### src/rtl/danger_pkg.sv
// rtl/danger_pkg.sv - obstacle kind codes, sprite geometry and geometry lookup
package danger_pkg;

    typedef enum logic [2:0] {
        LOW_BIRD     = 3'd0,
        HIGH_BIRD    = 3'd1,
        SMALL_CACTUS = 3'd2,
        MANY_CACTUS  = 3'd3,
        BIG_CACTUS   = 3'd4,
        NOTHING      = 3'd5
    } danger_kind_e;

    localparam logic [6:0] SMALL_W = 7'd19;
    localparam logic [5:0] SMALL_H = 6'd36;
    localparam logic [6:0] BIG_W   = 7'd27;
    localparam logic [5:0] BIG_H   = 6'd50;
    localparam logic [6:0] MANY_W  = 7'd77;
    localparam logic [5:0] MANY_H  = 6'd49;
    localparam logic [6:0] BIRD_W  = 7'd44;
    localparam logic [5:0] BIRD_H  = 6'd33;

    localparam logic [9:0] CACTUS_Y_BASE    = 10'd298;
    localparam logic [9:0] LOW_BIRD_Y_BASE  = 10'd290;
    localparam logic [9:0] HIGH_BIRD_Y_BASE = 10'd250;

    // Second wing frame sits directly after the first in the bird ROM.
    localparam logic [16:0] BIRD_FRAME_WORDS = 17'd1452;

    typedef struct packed {
        logic [6:0] w;
        logic [5:0] h;
        logic [9:0] y_base;
    } danger_geom_t;

    function automatic danger_geom_t kind_geom(input logic [2:0] kind);
        danger_geom_t g;
        case (kind)
            LOW_BIRD:     g = '{w: BIRD_W,  h: BIRD_H,  y_base: LOW_BIRD_Y_BASE};
            HIGH_BIRD:    g = '{w: BIRD_W,  h: BIRD_H,  y_base: HIGH_BIRD_Y_BASE};
            SMALL_CACTUS: g = '{w: SMALL_W, h: SMALL_H, y_base: CACTUS_Y_BASE};
            MANY_CACTUS:  g = '{w: MANY_W,  h: MANY_H,  y_base: CACTUS_Y_BASE};
            BIG_CACTUS:   g = '{w: BIG_W,   h: BIG_H,   y_base: CACTUS_Y_BASE};
            default:      g = '{w: 7'd0,    h: 6'd0,    y_base: 10'd0};
        endcase
        return g;
    endfunction

    function automatic logic kind_drawable(input logic [2:0] kind);
        return kind <= 3'd4;
    endfunction

    function automatic logic kind_is_bird(input logic [2:0] kind);
        return (kind == LOW_BIRD) || (kind == HIGH_BIRD);
    endfunction

endpackage

### src/rtl/danger_channel.sv
// rtl/danger_channel.sv - one obstacle channel: frame shadow, box test, ROM address, hit delay
module danger_channel
    import danger_pkg::*;
(
    input  logic        clk,
    input  logic        rst,
    input  logic        latch,
    input  logic        phase,
    input  logic [9:0]  h_cnt,
    input  logic [9:0]  v_cnt,
    input  logic [9:0]  pos_in,
    input  logic [2:0]  type_in,
    input  logic        en_in,
    output logic [16:0] rom_addr,
    output logic [2:0]  rom_kind,
    output logic        hit_s1
);

    logic [9:0]         pos_q;
    logic [2:0]         type_q;
    logic               en_q;
    danger_geom_t       geom;
    logic signed [11:0] left_x;
    logic signed [11:0] col_off;
    logic [9:0]         top_y;
    logic [9:0]         row_off;
    logic               in_box;
    logic               hit_s0;
    logic [16:0]        addr_next;

    // left_x may go negative: the box slides off the left edge but keeps its offsets.
    always_comb begin
        geom      = kind_geom(type_q);
        left_x    = $signed({2'b00, pos_q}) - $signed({5'b00000, geom.w}) + 12'sd1;
        col_off   = $signed({2'b00, h_cnt}) - left_x;
        top_y     = geom.y_base - {4'b0000, geom.h} + 10'd1;
        row_off   = v_cnt - top_y;
        in_box    = en_q && kind_drawable(type_q)
                    && (col_off >= 12'sd0) && (h_cnt <= pos_q)
                    && (v_cnt >= top_y) && (v_cnt <= geom.y_base);
        addr_next = 17'(row_off) * 17'(geom.w) + 17'(col_off)
                    + ((phase && kind_is_bird(type_q)) ? BIRD_FRAME_WORDS : 17'd0);
    end

    always_ff @(posedge clk or negedge rst) begin
        if (!rst) begin
            pos_q    <= 10'd0;
            type_q   <= NOTHING;
            en_q     <= 1'b0;
            rom_addr <= 17'd0;
            hit_s0   <= 1'b0;
            hit_s1   <= 1'b0;
        end else begin
            if (latch) begin
                pos_q  <= pos_in;
                type_q <= type_in;
                en_q   <= en_in;
            end
            if (in_box) begin
                rom_addr <= addr_next;
            end
            hit_s0 <= in_box;
            hit_s1 <= hit_s0;
        end
    end

    assign rom_kind = type_q;

endmodule

### src/rtl/danger_sprite_engine.sv
// rtl/danger_sprite_engine.sv - N-channel obstacle renderer; DANGER_ANIM_EN enables bird wing animation
module danger_sprite_engine
    import danger_pkg::*;
#(
    parameter int               N_CH        = 3,
    parameter int               PIX_W       = 12,
    parameter logic [PIX_W-1:0] BG_COLOR    = 12'hFFF,
    parameter int               LATCH_LINE  = 308,
    parameter int               ANIM_FRAMES = 16
) (
    input  logic              clk,
    input  logic              rst,
    input  logic [9:0]        h_cnt,
    input  logic [9:0]        v_cnt,
    input  logic [N_CH*10-1:0] danger_pos,
    input  logic [N_CH*3-1:0]  danger_type,
    input  logic [N_CH-1:0]    danger_en,
    output logic [N_CH*17-1:0] rom_addr,
    output logic [N_CH*3-1:0]  rom_kind,
    input  logic [N_CH*PIX_W-1:0] rom_data,
    output logic [PIX_W-1:0]   pixel,
    output logic               danger_hit
);

    logic            latch;
    logic            anim_phase;
    logic [N_CH-1:0] hit_s1;
    logic [PIX_W-1:0] win_pix;
    logic            win_hit;

    // Sampled once per frame, below the playfield, so a frame never tears.
    assign latch = (v_cnt == 10'(LATCH_LINE)) && (h_cnt == 10'd0);

`ifdef DANGER_ANIM_EN
    localparam int FC_W = (ANIM_FRAMES > 1) ? $clog2(ANIM_FRAMES) : 1;

    logic [FC_W-1:0] frame_cnt;

    always_ff @(posedge clk or negedge rst) begin
        if (!rst) begin
            frame_cnt  <= '0;
            anim_phase <= 1'b0;
        end else if (latch) begin
            if (frame_cnt == FC_W'(ANIM_FRAMES - 1)) begin
                frame_cnt  <= '0;
                anim_phase <= ~anim_phase;
            end else begin
                frame_cnt <= frame_cnt + 1'b1;
            end
        end
    end
`else
    assign anim_phase = 1'b0;
`endif

    for (genvar i = 0; i < N_CH; i++) begin : g_ch
        danger_channel u_ch (
            .clk      (clk),
            .rst      (rst),
            .latch    (latch),
            .phase    (anim_phase),
            .h_cnt    (h_cnt),
            .v_cnt    (v_cnt),
            .pos_in   (danger_pos[10*i +: 10]),
            .type_in  (danger_type[3*i +: 3]),
            .en_in    (danger_en[i]),
            .rom_addr (rom_addr[17*i +: 17]),
            .rom_kind (rom_kind[3*i +: 3]),
            .hit_s1   (hit_s1[i])
        );
    end

    // Walk from the highest index down so the lowest opaque channel overrides.
    always_comb begin
        win_pix = BG_COLOR;
        win_hit = 1'b0;
        for (int i = N_CH - 1; i >= 0; i--) begin
            if (hit_s1[i] && (rom_data[i*PIX_W +: PIX_W] != BG_COLOR)) begin
                win_pix = rom_data[i*PIX_W +: PIX_W];
                win_hit = 1'b1;
            end
        end
    end

    always_ff @(posedge clk or negedge rst) begin
        if (!rst) begin
            pixel      <= BG_COLOR;
            danger_hit <= 1'b0;
        end else begin
            pixel      <= win_pix;
            danger_hit <= win_hit;
        end
    end

endmodule
### config.mk
export PLATFORM = sky130hd
export DESIGN_NAME = danger_sprite_engine
export DESIGN_NICKNAME = d
export VERILOG_FILES = /design/src/rtl/danger_pkg.sv /design/src/rtl/danger_channel.sv /design/src/rtl/danger_sprite_engine.sv
export SDC_FILE = /design/constraint.sdc
export NUM_CORES = 1
export LEC_CHECK = 0
export ABC_AREA = 0
export ABC_CLOCK_PERIOD_IN_PS = 8850
export BUFFER_PORTS_ARGS = -buffer_cell sky130_fd_sc_hd__buf_2
export CAP_MARGIN = 30
export CORE_MARGIN = 2
export CORE_UTILIZATION = 55
export CTS_CLUSTER_DIAMETER = 100
export CTS_CLUSTER_SIZE = 28
export DETAILED_ROUTE_END_ITERATION = 8
export GPL_ROUTABILITY_DRIVEN = 0
export GPL_TIMING_DRIVEN = 0
export MAX_ROUTING_LAYER = met4
export PLACE_DENSITY = 0.75
export SLEW_MARGIN = 10
export SYNTH_ARGS = -nofsm -noshare
export SYNTH_HDL_FRONTEND = slang
export SYNTH_HIERARCHICAL = 1
export SYNTH_SLANG_ARGS = --single-unit
### constraint.sdc
create_clock -name clk -period 8.85 [get_ports clk]
set_input_delay 2.2125 -clock clk [delete_from_list [all_inputs] [get_ports clk]]
set_output_delay 2.2125 -clock clk [all_outputs]
set_load 0.005 [all_outputs]
==> flow_summary.yaml, run 1 <==
worst_setup_path:
  cp-end-kind: "flip-flop"
  worst-setup-path-type: "reg2reg"
  slowest_delay_ns: 0.66
  critPathArrivalTime_ns: 8.84
  cp_num_buf_inv: 7
  cpLargestDelayFamily: "adder cells"
  path_max_fanout: 10
  worstPathRequired_ns: 9.18
  cp_slowest_cell: "dfstp_2"
  crit_path_start_kind: "flip-flop"
  cp_common_cell: "inv_1"
floorplan:
  initial_utilization_pct: 56.1
  coreArea_um2: 32700
  die_w_um: 187
  die_y_um: 187
  io_pins: 173
  std_cell_rows: 66
  dieArea_um2: 34800
pwr:
  power.total_mw: 3.26
  power_density_nw_per_um2: 162
  leakage_nw: 10.4
  peakVddDrop_mv: 0.176
drt:
  dr.pass1.iters: 5
  first_iter_violations: 1185
  postRouteAntennaNets: 0
  avgViaCountPerCell: 5.66
  via_count: 15400
  drc_errors: 0
  wire_per_inst_um: 16.6
  wl_um: 45300
yosys:
  synth.ff_latch_count: 112
  yosysWarnings: 6
  synthArstFlopShare_pct: 100
  synthXorXnorAreaFrac_pct: 5.54
  synth_compound_gate_area_share_pct: 12.8
  synth_top_family_by_area: "adder cells"
  post-synth-top-area-cell: "fa_1"
  yosys_most_used_dff: "dfrtp_1"
  synth_mux_area_share_pct: 3.88
  yosysTopAreaCellShare_pct: 21.3
  ys_types: 83
  syn_inst: 2085
  ys_seq_area_share_pct: 15.4
  synth-edff-count: 0
  syn_area_um2: 18300
  syn_avg_cell_area_um2: 8.80
  synth_adder_area_share_pct: 38.7
  synth.area.top_cells: "fa_1 (21%), ha_1 (17%), dfrtp_1 (13%)"
  yosys.area_share.simple_pct: 14.5
place:
  io_buffers: 172
  dp.cells: 2702
  hpwl_um: 37200
  pre_cts_ws_ns: -0.302
sta:
  slew_headroom_pct: 37.9
  finalWorstPathRequiredPeriod_ns: 8.50
  min_period_over_period_pct: 96.1
  finalHoldViolCount: 0
  slew_viol_final: 0
  fmax_mhz: 118
  fin_skew_ns: 0.00996
  setup_viol_count_final: 0
  fin_ws_ns: 0.347
  tightest_slew_ns: 0.917
global_route:
  overflow: 0
  grt_pass1_wl_um: 75600
  antenna_found_initial: 2
  grt_pass1_vias: 15600
  grt_max_degree: 86
  grtUsageTotal_pct: 27.5
layout:
  finalNetCount: 2826
  nFillCells: 2896
  final_cells: 2725
  drive_gt1_share_pct: 13.8
  syn_to_final_growth_pct: 10.1
clocking:
  clk_pin_slew_worst_paths_ns: 0.09
  cts_root_buf: "clkbuf_16"
  cts_tree: "done"
  ctsHoldBuffers: 0
  cts.path.max_buffers: 2
  ctsHtreeMaxLevel: 3
  clock_latency_ns: 0.39
  cts_sinks: 112
  numCtsBuffers: 9
run_status:
  run_status: "completed"
hold_path:
  hold_path.class: "reg2reg"
run:
  maxCapViolCount: 0
## worst paths after layout
| check | from | endpoint | slack, ns | depth (start not counted) |
|---|---|---|---|---|
| hold / removal | g_ch[2].u_ch/hit_s0$_DFF_PN0_ | g_ch[2].u_ch/hit_s1$_DFF_PN0_ | 0.36 | 0 |
| setup / recovery | g_ch[2].u_ch/rom_kind[2]$_DFFE_PN1P_ | g_ch[2].u_ch/rom_addr[15]$_DFFE_PN0P_ | 0.35 | 32 |
| max in group asynchronous | rst | g_ch[1].u_ch/rom_kind[2]$_DFFE_PN1P_ | 6.42 | 2 |
| setup reg to reg | g_ch[2].u_ch/rom_kind[2]$_DFFE_PN1P_ | g_ch[2].u_ch/rom_addr[15]$_DFFE_PN0P_ | 0.35 | 32 |
| hold reg to reg | g_ch[2].u_ch/hit_s0$_DFF_PN0_ | g_ch[2].u_ch/hit_s1$_DFF_PN0_ | 0.36 | 0 |
| min in group asynchronous | rst | g_ch[0].u_ch/rom_addr[9]$_DFFE_PN0P_ | 1.69 | 1 |
## metal layers
metal | up-vias | global-route usage, % | part of all wire, %
li1 | 7251 | - | -
met1 | 7494 | 35.7 | 43
met2 | 593 | 44.3 | 47
met3 | 85 | 3.35 | 7.4
met4 | 0 | 10.1 | 3.0
met5 | - | - | 0
## cells in the final DEF, fill, tap and decap left out, types with 16 or more instances in the layout
cell type and instances:
a21o_1 38, a21oi_1 62, buf_2 175, clkbuf_1 22
dfrtp_1 94, dfstp_2 18, fa_1 195, ha_1 255
inv_1 394, mux2_2 26, mux2i_1 16, nand2_1 168
nand2b_1 38, nand3_1 23, nand4_1 24, nor2_1 174
nor2b_1 24, nor3_1 23, nor4_1 21, o21a_1 28
o21ai_0 88, o31ai_1 21, or2_2 19, xnor2_1 78
xor2_1 38
## kinds of logic (layout without fill, tap and decap cells)
family	after synthesis	count (layout)
XOR/XNOR	116	116
buffers and inverters	437	631
AO/OA/AOI/OAI	347	347
multiplexers	60	60
adder cells (fa/ha/maj)	450	450
AND/OR/NAND/NOR	562	562
flip-flops	112	112
other	1	5
## flip-flops by register name, indices dropped and copies added, names as in the netlist
| name | flops |
|---|---|
| g_ch.u_ch/rom_addr | 51 |
| g_ch.u_ch/pos_q | 30 |
| pixel | 12 |
| g_ch.u_ch/rom_kind | 9 |
| g_ch.u_ch/en_q | 3 |
| g_ch.u_ch/hit_s0 | 3 |
| g_ch.u_ch/hit_s1 | 3 |
| danger_hit | 1 |
## stage by stage
step                util, %  TNS [ns]  area, µm²  hold WS, ns
floorplan                 -         0      18400        0.331
CTS                    61.5         0      20100        0.361
global placement       60.4    -0.236      19800        0.338
global route           61.8   -0.0220      20200        0.365
detailed placement     60.5    -0.315      19800        0.341
finish                 61.8         0      20200        0.356
## report_power, final
| group | internal (mW) | total [mW] | leakage [nW] | switching (mW) |
|---|---|---|---|---|
| sequential | 0.550 | 0.568 | 1.32 | 0.0181 |
| clock | 0.203 | 0.444 | 0.149 | 0.241 |
| combinational | 1.02 | 2.25 | 8.97 | 1.24 |
## cell usage after synthesis (all sizes together), types with 6 or more instances
cell type / n
nand3: 23
a21boi: 6
buf: 8
a211oi: 15
o21a: 28
fa: 195
clkbuf: 26
o31ai: 23
a21o: 38
mux2: 44
o311ai: 16
nor2b: 24
xnor2: 78
or3: 10
o21bai: 10
o21ai: 94
and3: 7
clkinv: 6
nand2: 172
dfstp: 18
xor2: 38
ha: 255
nand4: 25
a31oi: 7
nand2b: 38
dfrtp: 94
nor3: 23
a21oi: 63
mux2i: 16
nor2: 177
o31a: 8
o22ai: 6
nor4: 23
or2: 19
inv: 397
## area by class of cell
| type | count | area [µm²] | share of cell area [%] |
|---|---|---|---|
| diodes | 2 | 5.00 | 0.0248 |
| plain buffers | 33 | 175 | 0.867 |
| clock buffers | 9 | 225 | 1.11 |
| clock inverters | 7 | 83.8 | 0.415 |
| inverters | 403 | 1520 | 7.53 |
| multi-input cells | 1538 | 13900 | 68.7 |
| flip-flops and latches | 112 | 2830 | 14.0 |
| well taps | 442 | 553 | 2.74 |
| repair buffers | 179 | 940 | 4.65 |
## what timing repair did
| item | 4_1_cts | 5_1_grt |
|---|---|---|
| endpoints found under the setup margin | 2 | 16 |
| gates resized for setup | 6 | 17 |
| pin swaps | 0 | 0 |
| endpoints found under the hold margin | 0 | 0 |
| setup buffers | 0 | 6 |
No activity file was read; power rests on OpenSTA's default activity.
==> run 2: changes to the inputs <==
--- a/config.mk
+++ b/config.mk
@@ -10,14 +10,14 @@
 export BUFFER_PORTS_ARGS = -buffer_cell sky130_fd_sc_hd__buf_2
 export CAP_MARGIN = 30
 export CORE_MARGIN = 2
-export CORE_UTILIZATION = 55
+export CORE_UTILIZATION = 36
 export CTS_CLUSTER_DIAMETER = 100
 export CTS_CLUSTER_SIZE = 28
 export DETAILED_ROUTE_END_ITERATION = 8
 export GPL_ROUTABILITY_DRIVEN = 0
 export GPL_TIMING_DRIVEN = 0
+export HOLD_SLACK_MARGIN = 0.15
 export MAX_ROUTING_LAYER = met4
-export PLACE_DENSITY = 0.75
 export SLEW_MARGIN = 10
 export SYNTH_ARGS = -nofsm -noshare
 export SYNTH_HDL_FRONTEND = slang
==> run 2 against run 1 <==
- combinational power hardly changed
- global-route usage is 7.9 points lower
- hold slack lost 0.0034 ns
- design area increased by 1.7%
- worst setup slack improved by 0.070 ns
- cell count increased by 8.6%
- total power rose by 1.1%
- clock power is 9.2% higher
- sequential cell count is the same
- sequential share of layout area decreased by 0.23 points
- register-to-register slack improved by 0.07 ns
- critical path depth shrank 3
- critical path type unchanged
- critical endpoint is now g_ch[1].u_ch/rom_addr[16]$_DFFE_PN0P_
- highest routed layer unchanged
==> flow_summary.yaml, run 2 (synthesis gave the netlist of run 1 again) <==
drt:
  postRouteAntennaNets: 0
  drc_errors: 0
  wl_um: 49300
  wire_per_inst_um: 16.7
  via_count: 15200
  avgViaCountPerCell: 5.13
  first_iter_violations: 886
  dr.pass1.iters: 5
worst_setup_path:
  cp_slowest_cell: "dfstp_2"
  cp-end-kind: "flip-flop"
  critPathArrivalTime_ns: 8.74
  slowest_delay_ns: 0.64
  crit_path_start_kind: "flip-flop"
  path_max_fanout: 10
  worst-setup-path-type: "reg2reg"
  worstPathRequired_ns: 9.15
layout:
  drive_gt1_share_pct: 13.9
  largest_reg_flops: 51
  final_cells: 2959
  mostFrequentLayoutCells: "inv_1 (394), ha_1 (255), fa_1 (195)"
  top_register: "g_ch.u_ch/rom_addr"
  finalNetCount: 2827
  layout_commonest_cell: "inv_1"
  syn_to_final_growth_pct: 12.0
  top_regs: "g_ch.u_ch/rom_addr: 51 flops, g_ch.u_ch/pos_q: 30 flops, pixel: 12 flops"
  postLayoutCoreUtil_pct: 40.9
pwr:
  leakage_nw: 10.4
  power_density_nw_per_um2: 161
  peakVddDrop_mv: 0.173
clocking:
  cts_sinks: 112
  numCtsBuffers: 9
  cts_tree: "done"
  cts_root_buf: "clkbuf_16"
  cts.path.max_buffers: 2
  ctsHtreeMaxLevel: 3
  clock_latency_ns: 0.41
  clk_pin_slew_worst_paths_ns: 0.10
sta:
  setup-tns-final_ns: 0
  fin_hold_ws_ns: 0.352
  finalWorstPathRequiredPeriod_ns: 8.43
  slew_headroom_pct: 38.6
  fin_skew_ns: 0.0170
  min_period_over_period_pct: 95.3
  fmax_mhz: 119
  tightest_slew_ns: 0.914
  slew_viol_final: 0
  finalHoldViolCount: 0
  setup_viol_count_final: 0
global_route:
  antenna_found_initial: 5
  grt_max_degree: 79
  grt_pass1_wl_um: 79600
  grt_pass1_vias: 15400
  overflow: 0
  grtUsageTotal_pct: 19.6
run:
  maxCapViolCount: 0
floorplan:
  coreArea_um2: 50300
  std_cell_rows: 82
  io_pins: 173
  initial_utilization_pct: 36.5
  die_w_um: 230
  dieArea_um2: 52800
  die_y_um: 230
place:
  dp.cells: 2932
  hpwl_um: 40800
  io_buffers: 172
run_status:
  run_status: "completed"
hold_path:
  hold_path.class: "reg2reg"
run 2: repair_timing:
action	4_1_cts	5_1_grt
buffers inserted	0	6
setup endpoints to repair	4	15
hold buffers	0	0
gates resized for setup	7	23
cloned	0	0
pin swaps	0	0
run 2: per-stage QoR:
| step | instance area, µm² | setup slack (ns) | power, mW |
|---|---|---|---|
| final | 20500 | 0.417 | 3.30 |
| after global routing | 20500 | -0.0000178 | 3.69 |
| after CTS | 20400 | 0.00274 | 3.34 |
| after detailed placement | 20100 | -0.401 | 2.83 |
| after global placement | 20100 | -0.345 | 2.80 |
| after floorplan | 18400 | 0.879 | 2.35 |
run 2: final cells by class:
type	instances	area [µm²]
antenna	5	12.5
multi-input combinational	1538	13900
clock buffer	9	225
sequential	112	2830
clock inverter	7	98.8
timing repair buffer	180	945
inverter	403	1520
tap	672	841
fill	5083	29700
buffer	33	175
run 2: critical path: cells and delay by family, from the launching register on:
kind	cells	cell delay, ns
adders and majority gates	7	2.93
and+or+nand+nor	7	1.81
AOI/OAI and AO/OA	7	1.54
buffers and inverters	5	0.85
DFF	1	0.64
muxes	1	0.27
xor gates and xnor gates	2	0.26
run 2: layer usage:
layer  routed length, µm  share of wire (%)  GRT usage, %
met2               23200                 47          31.8
met3                2820                5.7          2.73
met5                   0                  0             -
met4                 968                2.0          5.54
met1               22300                 45          25.7
run 2: worst paths after layout:
path / cells past startpoint / end / start / slack [ns]
max in group asynchronous: 2 / g_ch[1].u_ch/rom_kind[2]$_DFFE_PN1P_ / rst / 6.42
hold reg to reg: 0 / g_ch[0].u_ch/hit_s1$_DFF_PN0_ / g_ch[0].u_ch/hit_s0$_DFF_PN0_ / 0.35
setup / recovery: 29 / g_ch[1].u_ch/rom_addr[16]$_DFFE_PN0P_ / g_ch[1].u_ch/rom_kind[2]$_DFFE_PN1P_ / 0.42
setup reg to reg: 29 / g_ch[1].u_ch/rom_addr[16]$_DFFE_PN0P_ / g_ch[1].u_ch/rom_kind[2]$_DFFE_PN1P_ / 0.42
min in group asynchronous: 1 / g_ch[1].u_ch/hit_s0$_DFF_PN0_ / rst / 1.69
hold / removal: 0 / g_ch[0].u_ch/hit_s1$_DFF_PN0_ / g_ch[0].u_ch/hit_s0$_DFF_PN0_ / 0.35
run 2: report_power, final:
part           internal [mW]  switching, mW
logic                   1.01           1.23
clock network          0.230          0.254
registers              0.550         0.0171
total                   1.79           1.51
